## src/rtl/sigma_board_pkg.sv

```systemverilog
// Shared types for the board reset controller: sequencer states, reset-cause
// encodings and a counter-width helper.
package sigma_board_pkg;

  typedef enum logic [1:0] {
    WAIT_LOCK = 2'd0,
    STAGGER   = 2'd1,
    RUN       = 2'd2
  } state_t;

  typedef enum logic [1:0] {
    CAUSE_POR       = 2'd0,
    CAUSE_LOCK_LOSS = 2'd1,
    CAUSE_SW        = 2'd2
  } cause_t;

  // Bits needed to hold values 0..max_val (never less than one bit).
  function automatic int cnt_w(input int max_val);
    return (max_val < 2) ? 1 : $clog2(max_val + 1);
  endfunction

endpackage

```

## src/rtl/btn_debounce.sv

```systemverilog
// One button: synchroniser chain followed by a stable-count debouncer that
// produces a clean level and a single-cycle rising pulse.
module btn_debounce
  import sigma_board_pkg::*;
#(
  parameter int SYNC_STAGES     = 2,
  parameter int DEBOUNCE_CYCLES = 1000
) (
  input  logic clk,
  input  logic rst_n,
  input  logic btn_raw,
  output logic btn_level,
  output logic btn_rise
);

  localparam int              CW       = cnt_w(DEBOUNCE_CYCLES - 1);
  localparam logic [CW-1:0]   CNT_LAST = CW'(DEBOUNCE_CYCLES - 1);

  logic [SYNC_STAGES-1:0] sync_reg;
  logic [CW-1:0]          cnt_reg;
  logic                   level_reg;
  logic                   rise_reg;
  logic                   btn_sync;
  logic                   differ;

  assign btn_sync = sync_reg[SYNC_STAGES-1];
  assign differ   = btn_sync ^ level_reg;

  // The level flips on the DEBOUNCE_CYCLES-th consecutive differing sample.
  always_ff @(posedge clk or negedge rst_n) begin
    if (!rst_n) begin
      sync_reg  <= '0;
      cnt_reg   <= '0;
      level_reg <= 1'b0;
      rise_reg  <= 1'b0;
    end else begin
      sync_reg <= {sync_reg[SYNC_STAGES-2:0], btn_raw};
      rise_reg <= 1'b0;
      if (!differ) begin
        cnt_reg <= '0;
      end else if (cnt_reg == CNT_LAST) begin
        cnt_reg   <= '0;
        level_reg <= btn_sync;
        rise_reg  <= btn_sync;
      end else begin
        cnt_reg <= cnt_reg + CW'(1);
      end
    end
  end

  assign btn_level = level_reg;
  assign btn_rise  = rise_reg;

endmodule

```

## src/rtl/board_rst_ctrl.sv

```systemverilog
// Board reset sequencer: waits for PLL lock, releases reset domains one by one,
// records the last reset cause, and debounces the board buttons.
module board_rst_ctrl
  import sigma_board_pkg::*;
#(
  parameter int NUM_DOMAINS     = 2,
  parameter int SYNC_STAGES     = 2,
  parameter int RELEASE_DELAY   = 16,
  parameter int NUM_BTN         = 1,
  parameter int DEBOUNCE_CYCLES = 1000
) (
  input  logic                   clk_i,
  input  logic                   arst_n_i,
  input  logic                   pll_locked_i,
  input  logic                   sw_rst_req_i,
  input  logic [NUM_BTN-1:0]     btn_i,
  output logic [NUM_DOMAINS-1:0] domain_arst_o,
  output logic                   ready_o,
  output logic [1:0]             rst_cause_o,
  output logic [NUM_BTN-1:0]     btn_o,
  output logic [NUM_BTN-1:0]     btn_pulse_o
);

  localparam int            CNT_MAX_I = RELEASE_DELAY * NUM_DOMAINS;
  localparam int            CW        = cnt_w(CNT_MAX_I);
  localparam logic [CW-1:0] CNT_MAX   = CW'(CNT_MAX_I);

  logic [SYNC_STAGES-1:0] lock_sync_reg;
  logic                   lock_sync;
  state_t                 state_reg, state_next;
  logic [CW-1:0]          cnt_reg, cnt_next, cnt_inc;
  logic [NUM_DOMAINS-1:0] domain_reg, domain_next, release_hit;
  logic                   ready_reg, ready_next;
  cause_t                 cause_reg, cause_next;

  assign lock_sync = lock_sync_reg[SYNC_STAGES-1];
  assign cnt_inc   = (cnt_reg == CNT_MAX) ? cnt_reg : cnt_reg + CW'(1);

  for (genvar gi = 0; gi < NUM_DOMAINS; gi++) begin : g_release
    localparam logic [CW-1:0] THR = CW'(RELEASE_DELAY * (gi + 1));
    assign release_hit[gi] = (cnt_inc >= THR);
  end

  always_ff @(posedge clk_i or negedge arst_n_i) begin
    if (!arst_n_i) begin
      lock_sync_reg <= '0;
      state_reg     <= WAIT_LOCK;
      cnt_reg       <= '0;
      domain_reg    <= '1;
      ready_reg     <= 1'b0;
      cause_reg     <= CAUSE_POR;
    end else begin
      lock_sync_reg <= {lock_sync_reg[SYNC_STAGES-2:0], pll_locked_i};
      state_reg     <= state_next;
      cnt_reg       <= cnt_next;
      domain_reg    <= domain_next;
      ready_reg     <= ready_next;
      cause_reg     <= cause_next;
    end
  end

  // Lock loss is checked before the software request so it wins the cause.
  always_comb begin
    state_next  = state_reg;
    cnt_next    = cnt_reg;
    domain_next = domain_reg;
    ready_next  = ready_reg;
    cause_next  = cause_reg;
    case (state_reg)
      WAIT_LOCK: begin
        domain_next = '1;
        ready_next  = 1'b0;
        if (lock_sync) begin
          state_next = STAGGER;
          cnt_next   = '0;
        end
      end
      STAGGER, RUN: begin
        if (!lock_sync) begin
          state_next  = WAIT_LOCK;
          domain_next = '1;
          ready_next  = 1'b0;
          cause_next  = CAUSE_LOCK_LOSS;
        end else if (state_reg == RUN && sw_rst_req_i) begin
          state_next  = WAIT_LOCK;
          domain_next = '1;
          ready_next  = 1'b0;
          cause_next  = CAUSE_SW;
        end else begin
          cnt_next    = cnt_inc;
          domain_next = domain_reg & ~release_hit;
          if (release_hit[NUM_DOMAINS-1]) begin
            state_next = RUN;
            ready_next = 1'b1;
          end
        end
      end
      default: begin
        state_next  = WAIT_LOCK;
        domain_next = '1;
        ready_next  = 1'b0;
      end
    endcase
  end

  for (genvar gi = 0; gi < NUM_BTN; gi++) begin : g_btn
    btn_debounce #(
      .SYNC_STAGES    (SYNC_STAGES),
      .DEBOUNCE_CYCLES(DEBOUNCE_CYCLES)
    ) u_btn_debounce (
      .clk      (clk_i),
      .rst_n    (arst_n_i),
      .btn_raw  (btn_i[gi]),
      .btn_level(btn_o[gi]),
      .btn_rise (btn_pulse_o[gi])
    );
  end

  assign domain_arst_o = domain_reg;
  assign ready_o       = ready_reg;
  assign rst_cause_o   = cause_reg;

endmodule

```

## config.mk

```make
export PLATFORM = sky130hd
export DESIGN_NAME = board_rst_ctrl
export DESIGN_NICKNAME = d
export VERILOG_FILES = /design/src/rtl/sigma_board_pkg.sv /design/src/rtl/btn_debounce.sv /design/src/rtl/board_rst_ctrl.sv
export SDC_FILE = /design/constraint.sdc
export NUM_CORES = 1
export LEC_CHECK = 0
export ABC_AREA = 1
export BUFFER_PORTS_ARGS = -buffer_cell sky130_fd_sc_hd__clkbuf_2
export CAP_MARGIN = 10
export CORE_MARGIN = 2
export CORE_UTILIZATION = 45
export CTS_CLUSTER_SIZE = 8
export DETAILED_ROUTE_END_ITERATION = 16
export GPL_TIMING_DRIVEN = 0
export SYNTH_ARGS = -nofsm -noshare
export SYNTH_HDL_FRONTEND = slang
export SYNTH_HIERARCHICAL = 1
export SYNTH_SLANG_ARGS = --single-unit
```

## constraint.sdc

```tcl
create_clock -name clk_i -period 3.2 [get_ports clk_i]
set_input_delay 0.32 -clock clk_i [delete_from_list [all_inputs] [get_ports clk_i]]
set_output_delay 0.32 -clock clk_i [all_outputs]
set_load 0.05 [all_outputs]
```

# After elaboration in Yosys (flattened, before gate mapping)
# Index checks and enable logic that the tools add are counted.
[totals] out_inout_bits=7 ff_bits=29 in_bits=5
[classes] n_lt_le_gt_ge=2 reduce_logical=8 add_sub_neg=2 n_mux=23 n_eq_ne=9 bitwise_logic=3
[ops] operator="two-way mux 6 bit" count=4
[ops] operator="two-way mux 10 bit" count=2
[ops] operator="two-way mux 2 bit" count=9
[ops] operator="one-hot mux 6 bit (2 select lines)" count=1
[ops] operator="adder 10 x 1 -> 10 bit (second input constant)" count=1
[ops] operator="equality test 10 bit (second input constant)" count=1
[ops] operator="adder 6 x 1 -> 6 bit (second input constant)" count=1
[ops] operator="equality test 6 bit (second input constant)" count=1
[ops] operator=">= comparator 6 x 5 -> 1 bit (second input constant)" count=1
[ops] operator=">= comparator 6 bit (second input constant)" count=1
[ops] operator="two-way mux 1 bit" count=6
[ops] operator="!= test 2 bit (second input constant)" count=3
[ops] operator="AND reduction 2 bit" count=3
[ops] operator="!= test 4 bit (second input constant)" count=1
[ops] operator="one-hot mux 2 bit (2 select lines)" count=1
[ops] operator="AND reduction 4 bit" count=1
[ops] operator="bitwise AND 2 bit" count=1
[ops] operator="equality test 2 x 1 -> 1 bit (second input constant)" count=1
[ops] operator="equality test 2 bit (second input constant)" count=1
[ops] operator="zero test 2 bit" count=1
[ops] operator="!= test 2 x 1 -> 1 bit (second input constant)" count=1
[ops] operator="inverter 2 bit" count=1
[ops] operator="nonzero test 2 bit" count=1
[ops] operator="OR reduction 2 bit" count=1
[ops] operator="2 further kinds" count=2

# Longest topological paths before layout
[depth] depth_word=8 depth_mapped=9 depth_no_buf=9

# Hierarchy
# Netlist, hierarchy kept.
[by_module_without_submodules] mod="board_rst_ctrl" n_inst=1 area_per_inst_um2=747.0 cells_per_inst=82
[by_module_without_submodules] mod="btn_debounce" n_inst=1 area_per_inst_um2=651.9 cells_per_inst=67

# Worst setup path after synthesis
# No wires, ideal clock.
[synth_path] path_type="register -> register" start="register state_reg[0]" end="register cnt_reg[0] (netlist name)" t_arrival_ns=1.219 path_stages_with_launch=8 setup_time_ns=0.120 period_less_slack_ns=1.339 slack_ns=1.861 cell_sequence="dfrtp_1 inv_1 ha_1 inv_1 nand3_1 nand2_2 nand3_1 and3_1"
[synth_rtl] item="start, declared" line_no="board_rst_ctrl.sv:30" text="state_t state_reg, state_next;"
[synth_rtl] item="start signal, assigned" line_no="board_rst_ctrl.sv:54" text="state_reg <= state_next;"

==> results.cfg <==
[sta]
slew_viol_final = 0
fin_worst_skew_ns = 0.00868
setup_viol = 0
period_minus_slack_ns = 1.49
max_freq_mhz = 671
setup_ws_ns = 1.71
rsz0062_at_grt = no
hold_slack_ns = 0.0269
hold_viol = 0
worst_slew_pin_slew_ns = 0.705
finalSetupTns_ns = 0
max_slew_margin = 0.530
timing.final.crit_share = 0.466

[layout]
n_fill_cell = 301
mostFrequentLayoutCell = nand2_1
final_cell_mix = nand2_1 (33), dfrtp_1 (27), inv_1 (17)
area_growth_pct = 11.1
fin_cells = 201
drive_gt1_frac = 0.238
largest_register_ffs = 10
final_net_count = 177
final_cell_area_um2 = 1550
fin_util = 0.518
diodes = 0

[detailed_routing]
first_iter_violations = 24
vias_per_cell = 5.04
drc = 0
maxUsedRoutingLayer = met4
drt_pass1_iterations = 4
ant_nets = 0
vias = 1013
wl_met2_um = 997
routed_wl_um = 2340
wl_per_cell_um = 11.6
wl_met1_um = 1160
routed-wl-met3_um = 132

[global_route]
antenna_found_initial = 0
grt.total_usage = 0.164
grt_pass1_wl_um = 4300
grt_max_degree = 30
grt-ovfl-total = 0
grt_pass1_vias = 967

[cts]
cts_setup_buffers = 0
insertion_delay_ns = 0.33
cts_resized = 0
path_clk_slew_ns = 0.09
clock_sinks = 29
cts_buffers = 5
hold_buffers = 0
clockRootBuffer = clkbuf_4
cts_tree = done
h-tree-depth = 2
cts.path.max_buffers = 2

[floorplanning]
start_util = 0.466
num_rows = 20
die_area_um2 = 3570
ios = 12
die_w_um = 59.8
core_region_area_um2 = 3000
die_h_um = 59.8

[synth]
synthCells = 149
syn-cell-area_um2 = 1400
yosysWarnings = 6
ys_types = 27
avgSynthCellArea_um2 = 9.39
ys_seq_elements = 29
synth-seq-area-share = 0.521
synth_nets = 159

[setup_path]
cp_data_required_time_ns = 3.42
cp_slowest_cell = dfrtp_1
path_cells = inv_1, ha_1, inv_1, nand3_1, nand2_2, nand3_1, and3_1
cp_max_fo = 9
path_class = reg2reg
arrival_ns = 1.71
crit_path_end_kind = flop
cp_top_family = simple AND/OR/NAND/NOR gates
path_buf_inv = 2
cpPeakStageDelay_ns = 0.38
start_kind = flop

[run]
drv_cap = 0

[placed_design]
finalWeightedCongestion = 0.795
portBuffers = 11
place_area_um2 = 1500
dp_slack_ns = 1.71
placed_cells = 193
dp_hpwl_um = 1710

[power_and_ir_drop]
p_leak_nw = 0.751
peakVddDrop_v = 0.000474
fin_total_pwr_uw = 901
power.density_nw_per_um2 = 580

[worst_hold_path]
hold_path.class = in2async

[run_status]
status = finished, final reports clean
[worst register-to-register path, delay by kind of cell (launching register included)]
kind	cells	cell delay (ns)
adders and majority gates	1	0.35
DFF	1	0.38
and+or+nand+nor	4	0.54
buffers and inverters	2	0.14
[synthesized netlist by cell type, drive strengths merged]
cell type / count / share of area
xnor2: 2 / 0.013
nand4: 2 / 0.0089
xor2: 3 / 0.024
a21oi: 5 / 0.021
dfstp: 2 / 0.038
dfrtp: 27 / 0.48
inv: 18 / 0.048
nand3: 16 / 0.075
and3: 1 / 0.0045
o22ai: 1 / 0.0045
o21bai: 1 / 0.013
o21ai: 7 / 0.028
nand2: 37 / 0.11
ha: 5 / 0.045
nor3: 3 / 0.018
nor2: 19 / 0.067
[layer usage]
metal / global-route usage / vias to the layer above
li1: - / 512
met4: 0.0571 / 0
met1: 0.225 / 477
met5: 0 / -
met3: 0.0671 / 6
met2: 0.231 / 18
[final cells by class]
cell class	count	area [um2]	area share
Timing Repair Buffer	11	55.1	0.0354
Clock buffer	8	58.8	0.0378
Multi-Input combinational cell	102	603	0.388
Inverter	18	67.6	0.0435
Sequential cell	29	728	0.469
Tap cell	33	41.3	0.0266
[power breakdown]
group / leakage [nW] / total [mW] / switching, mW / internal [mW]
clock: 0.0326 / 0.228 / 0.120 / 0.108
sequential: 0.378 / 0.442 / 0.0337 / 0.408
combinational: 0.340 / 0.230 / 0.159 / 0.0714
[kinds of logic after synthesis]
kind of cell	count (synthesis)	synth area share
buffers and inverters	18	0.0483
AND/OR/NAND/NOR	78	0.284
adder cells (fa/ha/maj)	5	0.0447
AO/OA/AOI/OAI	14	0.0662
XOR/XNOR	5	0.0367
flip-flops	29	0.521
[worst paths after layout]
kind	start	end	slack [ns]	cells after the start
min	arst_n_i	g_btn[0].u_btn_debounce/cnt_reg[9]	0.03	1
max reg2reg	state_reg[1]	cnt_reg[0]	1.71	7
max	state_reg[1]	cnt_reg[0]	1.71	7
min in group clk_i	btn_i	g_btn[0].u_btn_debounce/sync_reg[0]	0.09	1
max in group asynchronous	arst_n_i	state_reg[1]	2.72	1
min reg2reg	lock_sync_reg[0]	lock_sync_reg[1]	0.36	0
Note: power is estimated with default switching activity, not from simulation.
